[config.mk]
export PLATFORM = sky130hd
export DESIGN_NAME = present80_iter_ctrl
export DESIGN_NICKNAME = d
export VERILOG_FILES = /design/src/rtl/present80_iter_ctrl.sv
export SDC_FILE = /design/constraint.sdc
export NUM_CORES = 1
export LEC_CHECK = 0
export ABC_AREA = 1
export ABC_CLOCK_PERIOD_IN_PS = 2500
export CAP_MARGIN = 20
export CORE_UTILIZATION = 57
export CTS_BUF_LIST = sky130_fd_sc_hd__clkbuf_4
export CTS_CLUSTER_DIAMETER = 100
export DETAILED_ROUTE_END_ITERATION = 8
export PLACE_DENSITY = 0.86
export SYNTH_ARGS = -nofsm -noshare
export SYNTH_HDL_FRONTEND = slang
export SYNTH_SLANG_ARGS = --single-unit
[constraint.sdc]
create_clock -name clk -period 2.5 [get_ports clk]
set_clock_uncertainty 0.2 [all_clocks]
set_input_delay 0.625 -clock clk [delete_from_list [all_inputs] [get_ports clk]]
set_output_delay 0.625 -clock clk [all_outputs]
set_load 0.02 [all_outputs]
[src/rtl/present80_iter_ctrl.sv]
// PRESENT-80 round-iterative encryption controller.
// One shared S-box/pLayer round per cycle with valid/ready wrapping.
module present80_iter_ctrl #(
    parameter int unsigned ROUNDS = 31
) (
    input  logic        clk,
    input  logic        rst_n,
    input  logic        in_valid,
    output logic        in_ready,
    input  logic [0:63] pt,
    input  logic [0:79] key,
    output logic        out_valid,
    input  logic        out_ready,
    output logic [0:63] ct,
    output logic        busy,
    output logic [4:0]  round_idx
);

    localparam logic [1:0] S_IDLE = 2'd0;
    localparam logic [1:0] S_RUN  = 2'd1;
    localparam logic [1:0] S_DONE = 2'd2;
    localparam logic [4:0] LAST   = 5'(ROUNDS);

    logic [1:0]  fsm;
    logic [63:0] st;
    logic [79:0] kreg;
    logic [63:0] ct_q;
    logic [4:0]  rc;
    logic [63:0] next_st;
    logic [79:0] krot;
    logic [79:0] next_k;

    function automatic logic [3:0] sbox4(input logic [3:0] x);
        logic [3:0] y;
        unique case (x)
            4'h0: y = 4'hC;
            4'h1: y = 4'h5;
            4'h2: y = 4'h6;
            4'h3: y = 4'hB;
            4'h4: y = 4'h9;
            4'h5: y = 4'h0;
            4'h6: y = 4'hA;
            4'h7: y = 4'hD;
            4'h8: y = 4'h3;
            4'h9: y = 4'hE;
            4'hA: y = 4'hF;
            4'hB: y = 4'h8;
            4'hC: y = 4'h4;
            4'hD: y = 4'h7;
            4'hE: y = 4'h1;
            default: y = 4'h2;
        endcase
        return y;
    endfunction

    function automatic logic [63:0] sbox_layer(input logic [63:0] x);
        logic [63:0] y;
        y = '0;
        for (int n = 0; n < 16; n++)
            y[4*n +: 4] = sbox4(x[4*n +: 4]);
        return y;
    endfunction

    // Internal vectors use LSB-0 numbering, so the textbook permutation applies directly.
    function automatic logic [63:0] p_layer(input logic [63:0] x);
        logic [63:0] y;
        y = '0;
        for (int i = 0; i < 63; i++)
            y[(16 * i) % 63] = x[i];
        y[63] = x[63];
        return y;
    endfunction

    always_comb begin
        next_st = p_layer(sbox_layer(st ^ kreg[79:16]));
        krot = {kreg[18:0], kreg[79:19]};
        next_k = krot;
        next_k[79:76] = sbox4(krot[79:76]);
        next_k[19:15] = krot[19:15] ^ rc;
    end

    always_ff @(posedge clk or negedge rst_n) begin
        if (!rst_n) begin
            fsm  <= S_IDLE;
            st   <= '0;
            kreg <= '0;
            ct_q <= '0;
            rc   <= '0;
        end else begin
            unique case (fsm)
                S_IDLE: begin
                    if (in_valid) begin
                        st   <= pt;
                        kreg <= key;
                        rc   <= 5'd1;
                        fsm  <= S_RUN;
                    end
                end
                S_RUN: begin
                    st   <= next_st;
                    kreg <= next_k;
                    if (rc == LAST) begin
                        ct_q <= next_st ^ next_k[79:16];
                        rc   <= '0;
                        fsm  <= S_DONE;
                    end else begin
                        rc <= rc + 5'd1;
                    end
                end
                S_DONE: begin
                    if (out_ready)
                        fsm <= S_IDLE;
                end
                default: fsm <= S_IDLE;
            endcase
        end
    end

    assign in_ready  = (fsm == S_IDLE);
    assign busy      = (fsm == S_RUN);
    assign out_valid = (fsm == S_DONE);
    assign round_idx = rc;
    assign ct        = ct_q;

endmodule

==> results.cfg <==
[run_status]
outcome = complete, no violations

[synth]
synth_sequential_area_ratio = 0.375
number_of_nets_in_the_synthesized_netlist = 2248
netlist_area_sq_um = 14300
synth_cell_type_count = 31
seq_cells_post_synth = 215
ffs_w_async_s_r_synth = 1.00
synth_top_cell_by_area = sky130_fd_sc_hd__dfrtp_1
count_of_synthesis_stage_warnings_from_yosys = 0
dominant_cells_by_area_after_synthesis = sky130_fd_sc_hd__dfrtp_1 38%, sky130_fd_sc_hd__nand2_1 19%, sky130_fd_sc_hd__nand3_1 10%, sky130_fd_sc_hd__ha_1 9.0%, sky130_fd_sc_hd__inv_1 5.0%
synth_top_cell_area_share = 0.375
postSynthAreaPerCell_sq_um = 7.18
number_of_enable_type_register_cells_in_the_synthesized_netlist = 0
synth_cells = 1997
synthFlopType = sky130_fd_sc_hd__dfrtp_1

[critical_path]
timing.critical_path.fanout_max = 2
worst-setup-path-type = flip-flop to primary output
critical_path_depth = 1
crit_end = ct[14]
rr_endpoint = ct[56]$_DFFE_PN0P_
r2r_start = kreg[45]$_DFFE_PN0P_
timing.critical_path.from = ct[14]$_DFFE_PN0P_
cp_cell_sequence = clkdlybuf4s50_1
worst_r2r_path_cells = 8
regToRegSetupSlack_ns = 0.12
critical-path-max-stage-delay_ns = 0.60
cp_data_required_time_ns = 1.67
critical_path.top_delay_family = buffers and inverters
cpMaxStageDelayCell = sky130_fd_sc_hd__clkdlybuf4s50_1
critical_path_buf_inv_count = 1
signal_arrival_time_at_the_worst_endpoint_ns = 1.64
critical_path.startpoint_type = flip-flop
critPathCaptureType = primary output

[global_routing]
grt_antenna_before_repair = 1
grt-ovfl-total = 0
track_usage = 0.401
grt_start_max_net_pins = 150
via_count_of_the_first_global_routing_pass = 14461
first_pass_grt_wire_length_microns = 79300

[route]
number_of_design_rule_violations_left_after_detail_routing = 0
drt_pass1_iterations = 6
route.detailed.wl_per_inst_microns = 19.8
ant_nets = 0
drt_wl_total_microns = 51700
via_count = 15439
drt-vias-per-instance = 5.90
drtIter0Drc = 1822

[sta]
max_slew.worst_pin.slew_ns = 0.669
max_slew_violation_total_from_the_final_report = 0
totalNegativeSetupSlack_ns = 0
setup_viol_count_final = 0
grt_setup_unrepaired = false
post_route_clock_period_utilization = 0.988
period_needed_ns = 2.47
finalHoldViolCount = 0
slew_headroom = 0.554
max_freq_mhz = 405

[placed_design]
place.port_buffers = 219
gp_congestion = 1.01
place_hpwl_microns = 38400

[die]
chipHeight_microns = 161
core_sq_um = 24500
num_io_pins = 220
dieArea_sq_um = 25800
start_util = 0.585
num_rows = 57
die_x_microns = 161

[cts]
clkSlewWorstSetupHoldPaths_ns = 0.06
cts_sinks = 215
cts-buffers-inserted = 57
cts_buffer_depth = 3
clkLatencyLatePin_ns = 0.71
postCtsSetupBuffers = 0
tritoncts_clock_tree = done
cts.root.buffer_cell = sky130_fd_sc_hd__clkbuf_4
cts_htree_levels = 2

[worst_hold_path]
hold_class = flip-flop to flip-flop
hold_depth = 2

[final_layout]
finish.net_count = 2507
final.fill_count = 1982
synthToLayoutAreaGrowth_pct = 24.6
drive_gt1_frac = 0.0685

[run]
maxCapViolCount = 0
state kept, by name, summed over array words and instances, names as in the netlist:
register   count
st            64
fsm            2
kreg          80
ct            64
round_idx      5
final cells by class:
class                   count  area, sq um  area share
repair buffers            279         2810       0.157
inverters                 198          746      0.0417
clock inverters            15         62.6     0.00350
flip-flops and latches    215         5380       0.301
clock buffers              80          601      0.0336
diodes                      1         2.50    0.000140
well taps                 324          405      0.0227
multi-input cells        1505         7870       0.440
worst min path at each step:
stage	from	end	slack (ns)
after floorplan	rst_n	ct[0]$_DFFE_PN0P_	0.13
after global placement	ct[33]$_DFFE_PN0P_	ct[33]$_DFFE_PN0P_	0.26
after detailed placement	ct[37]$_DFFE_PN0P_	ct[37]$_DFFE_PN0P_	0.26
after CTS	ct[7]$_DFFE_PN0P_	ct[7]$_DFFE_PN0P_	0.28
after global routing	ct[33]$_DFFE_PN0P_	ct[33]$_DFFE_PN0P_	0.30
final	ct[7]$_DFFE_PN0P_	ct[7]$_DFFE_PN0P_	0.27
cell usage after synthesis, drive strengths merged (7+ instances only):
cell / instances
a21oi: 25
a221oi: 15
buf: 41
clkbuf: 38
dfrtp: 215
ha: 103
inv: 196
nand2: 724
nand3: 292
nor2: 63
nor3: 16
o211ai: 17
o21ai: 109
o21bai: 19
o221ai: 28
o22ai: 31
o31ai: 7
xnor2: 20
xor2: 33
layout by cell type (no fill, tap or decap), types with 2 or more instances in the layout:
cell type	n
sky130_fd_sc_hd__o22ai_1	31
sky130_fd_sc_hd__nand3_1	292
sky130_fd_sc_hd__clkinv_1	12
sky130_fd_sc_hd__inv_1	192
sky130_fd_sc_hd__a22o_1	2
sky130_fd_sc_hd__xnor2_1	20
sky130_fd_sc_hd__o31ai_1	7
sky130_fd_sc_hd__a221oi_1	15
sky130_fd_sc_hd__o21ai_1	5
sky130_fd_sc_hd__o21bai_1	19
sky130_fd_sc_hd__inv_2	3
sky130_fd_sc_hd__nor3_1	16
sky130_fd_sc_hd__clkinv_2	5
sky130_fd_sc_hd__ha_1	103
sky130_fd_sc_hd__o221ai_1	28
sky130_fd_sc_hd__nor2_1	61
sky130_fd_sc_hd__o211ai_1	17
sky130_fd_sc_hd__dfrtp_1	214
sky130_fd_sc_hd__clkdlybuf4s50_1	162
sky130_fd_sc_hd__a21oi_1	25
sky130_fd_sc_hd__nor2_4	2
sky130_fd_sc_hd__buf_4	47
sky130_fd_sc_hd__dlymetal6s2s_1	21
sky130_fd_sc_hd__o21ai_0	104
sky130_fd_sc_hd__xor2_1	33
sky130_fd_sc_hd__nand2_1	721
sky130_fd_sc_hd__dlygate4sd2_1	33
sky130_fd_sc_hd__buf_12	12
sky130_fd_sc_hd__clkbuf_4	80
sky130_fd_sc_hd__nand2_4	2
kinds of logic after synthesis:
group,synth area share
compound gates,0.111
buf+inv,0.0773
fa+ha+maj,0.0898
xor+xnor,0.0324
flops,0.375
simple gates,0.315
per-layer routing:
metal | routed length, microns | GRT usage
met1 | 20300 | 0.531
met2 | 22700 | 0.611
met3 | 5340 | 0.0705
met4 | 3340 | 0.248
met5 | 0 | 0
timing repair:
action                                 in CTS  in global routing
endpoints found under the hold margin      59                  0
hold buffers                                1                  0
gates resized for setup                    42                 22
setup endpoints to repair                  35                 22
pin swaps                                   0                  1
through the flow:
stage               instances  cell area (sq um)  utilization  worst slack (ns)  hold slack (ns)
finish                   2617              17900        0.729            0.0307            0.273
global route             2617              17900        0.729           0.00128            0.305
floorplan                1997              14300            -             0.421            0.129
global placement         2520              17200        0.701            0.0837            0.262
CTS                      2616              17800        0.726          0.000166            0.279
detailed placement       2520              17200        0.701            0.0719            0.265
Power is not shown: default switching activity piles up to over one toggle a cycle in this logic, so the estimate is an artifact.
==> patch (config.mk and constraints unchanged) <==
Make the reset (`rst_n`) synchronous in one clocked block.
--- a/src/rtl/present80_iter_ctrl.sv
+++ b/src/rtl/present80_iter_ctrl.sv
@@ -79,7 +79,7 @@
         next_k[19:15] = krot[19:15] ^ rc;
     end
 
-    always_ff @(posedge clk or negedge rst_n) begin
+    always_ff @(posedge clk) begin
         if (!rst_n) begin
             fsm  <= S_IDLE;
             st   <= '0;
Formal check against the unedited RTL: differs if rst_n is asserted again (counterexample within 4 cycles, from zero or initial values and one cycle with rst_n low); with rst_n held inactive, the same outputs for 10 cycles.
==> patch against the unedited design <==
Sequential cell count rose by 4. Cell area down 2.3%. Synthesized area decreased by 2.5%. Final cell count is 5.8% higher. Setup slack gained 0.016 ns. Wire length is 5.4% lower. Highest routed layer unchanged.
==> patch: results (changes against the unedited design) <==
stage,metric,value,unit,change
placed_design,DP Area,16600,µm²,was 17200 µm²
worst_setup_path,r2r worst-path depth,10,,was 8
clock_network,CTS Root Cell,clkbuf_4,,unchanged
global_route,met2 usage,61.8,%,was 61.1%
yosys,Compound-Gate Fraction of Synth Area,14.7,%,was 11.1%
placed_design,port bufs,219,,unchanged
timing,Least-Margin Pin Slew,0.686,ns,was 0.669 ns
power_and_ir_drop,Lkg Pwr,9.07,nW,
yosys,"Seq/Total Area, Yosys",31.3,%,was 37.5%
clock_network,Post-CTS Setup Bufs,0,,unchanged
global_route,first-pass GRT wire length,73.3,mm,was 79.3 mm
yosys,mux contribution to synthesized area,0,%,unchanged
global_route,vias in the first global route,13900,,was 14500
drt,DR vias/cell,5.57,,was 5.90
drt,wire length on met3,4.96,mm,was 5.34 mm
yosys,Synth Area in Adders,7.78,%,was 8.98%
global_route,met1 Use GR,49.0,%,was 53.1%
global_route,largest net degree at the start of global routing,87,,was 150
placed_design,placed cell count,2660,,was 2520
hold_path,WHS Endpoint,kreg[15],,was ct[7]
worst_setup_path,CP max stage delay,0.61,ns,
worst_setup_path,Worst R2R Setup Slack,0.15,ns,was 0.12 ns
yosys,syn avg cell area,6.47,µm²,was 7.18 µm²
placed_design,RD Place Congestion,0.966,,was 1.01
hold_path,cell depth of the worst hold path,4,,was 2
drt,drt initial violations,1670,,was 1822
yosys,Post-Syn Nets,2397,,was 2248
status,status,finished clean,,unchanged
drt,Met2 Routed Length,22.0,mm,was 22.7 mm
global_route,initial antenna violation count,1,,unchanged
worst_setup_path,largest delay contributor family on the critical path,buffers and inverters,,unchanged
worst_setup_path,crit path max fanout,2,,unchanged
hold_path,Hold/Removal Path Class,in2reg,,was reg2reg
clock_network,total CTS buffers,60,,was 57
power_and_ir_drop,Peak VDD IR,0.393,mV,
finish,fill cell instance count of the final layout,1964,,was 1982
drt,WL final,48.9,mm,was 51.7 mm
finish,Layout Cells excl Fill,2770,,was 2617
global_route,Tot GR Track Use,38.4,%,was 40.1%
placed_design,Detail Placement HPWL,36.2,mm,was 38.4 mm
worst_setup_path,Worst R2R Start,kreg[57],,was kreg[45]
drt,M1 wire length,19.9,mm,was 20.3 mm
yosys,asr flop ratio synth,0,%,was 100%
global_route,met3 global-route usage,7.65,%,was 7.05%
yosys,Synth Area in XOR/XNOR,3.51,%,was 3.24%
clock_network,clk_lat worst skew,0.71,ns,about the same
yosys,dominant cells by area after synthesis,"dfxtp_1, nand2_1, ha_1, nand3_1, o21ai_0",,"was dfrtp_1, nand2_1, nand3_1, ha_1, inv_1"
hold_path,hold_sp,rst_n,,was ct[7]
yosys,Ys Warns,0,,unchanged
clock_network,Max H-tree Level,2,,unchanged
finish,share of layout cells above drive strength 1,9.47,%,was 6.85%
worst_setup_path,r2r endpoint,st[10],,was ct[56]
yosys,"top cells by count, synth","nand2_1, dfxtp_1, nand3_1, inv_1, o21ai_0",,"was nand2_1, nand3_1, dfrtp_1, inv_1, o21ai_0"
clock_network,Resized Gates After CTS,24,,was 42
finish,Total Nets Final,2640,,was 2507
yosys,Synth cell types,33,,was 31
-- patch: worst max path at each step --
stage / startpoint / to / slack [ns] / cells past startpoint
2_1_floorplan: in_valid / next_k[76] / 0.37 / 12
3_3_place_gp: in_valid / next_k[76] / -0.03 / 12
3_5_place_dp: in_valid / next_k[76] / -0.12 / 12
4_1_cts: fsm[0] / busy / -0.22 / 3
5_1_grt: ct[55] / ct[55] / 0.00006 / 1
6_report: ct[53] / ct[53] / 0.05 / 1
-- patch: cells by family (layout without fill, tap and decap cells) --
| family | count (synthesis) | count (layout) |
|---|---|---|
| AOI/OAI and AO/OA | 370 | 370 |
| buffers and inverters | 306 | 593 |
| adders and majority gates | 87 | 87 |
| xor gates and xnor gates | 56 | 56 |
| DFF | 219 | 219 |
| other | 0 | 2 |
| and+or+nand+nor | 1124 | 1124 |
-- patch: metrics by stage --
step                hold WS (ns)  worst slack, ns  util (%)
floorplan                  0.255            0.371         -
global placement           0.237          -0.0317      70.0
detailed placement         0.239           -0.120      70.0
CTS                        0.201           -0.223      73.0
global route               0.224        0.0000613      73.6
finish                     0.232           0.0466      73.6
-- patch: final cells by class --
type / instances / area, µm² / share of cell area (%)
diodes: 2 / 5.00 / 0.0286
clock buffers: 91 / 683 / 3.91
clock inverters: 15 / 56.3 / 0.322
inverters: 210 / 795 / 4.55
multi-input cells: 1637 / 8350 / 47.8
flip-flops and latches: 219 / 4400 / 25.2
well taps: 319 / 399 / 2.28
repair buffers: 277 / 2790 / 16.0
-- patch: power groups by stage --
stage,logic (mW),registers [mW],clock network [mW]
3_5_place_dp,3.87,4.14,0
6_report,3.98,4.09,3.24
3_3_place_gp,3.77,4.13,0
2_1_floorplan,2.60,4.03,0
4_1_cts,3.89,4.07,3.24
5_1_grt,4.40,4.11,3.46
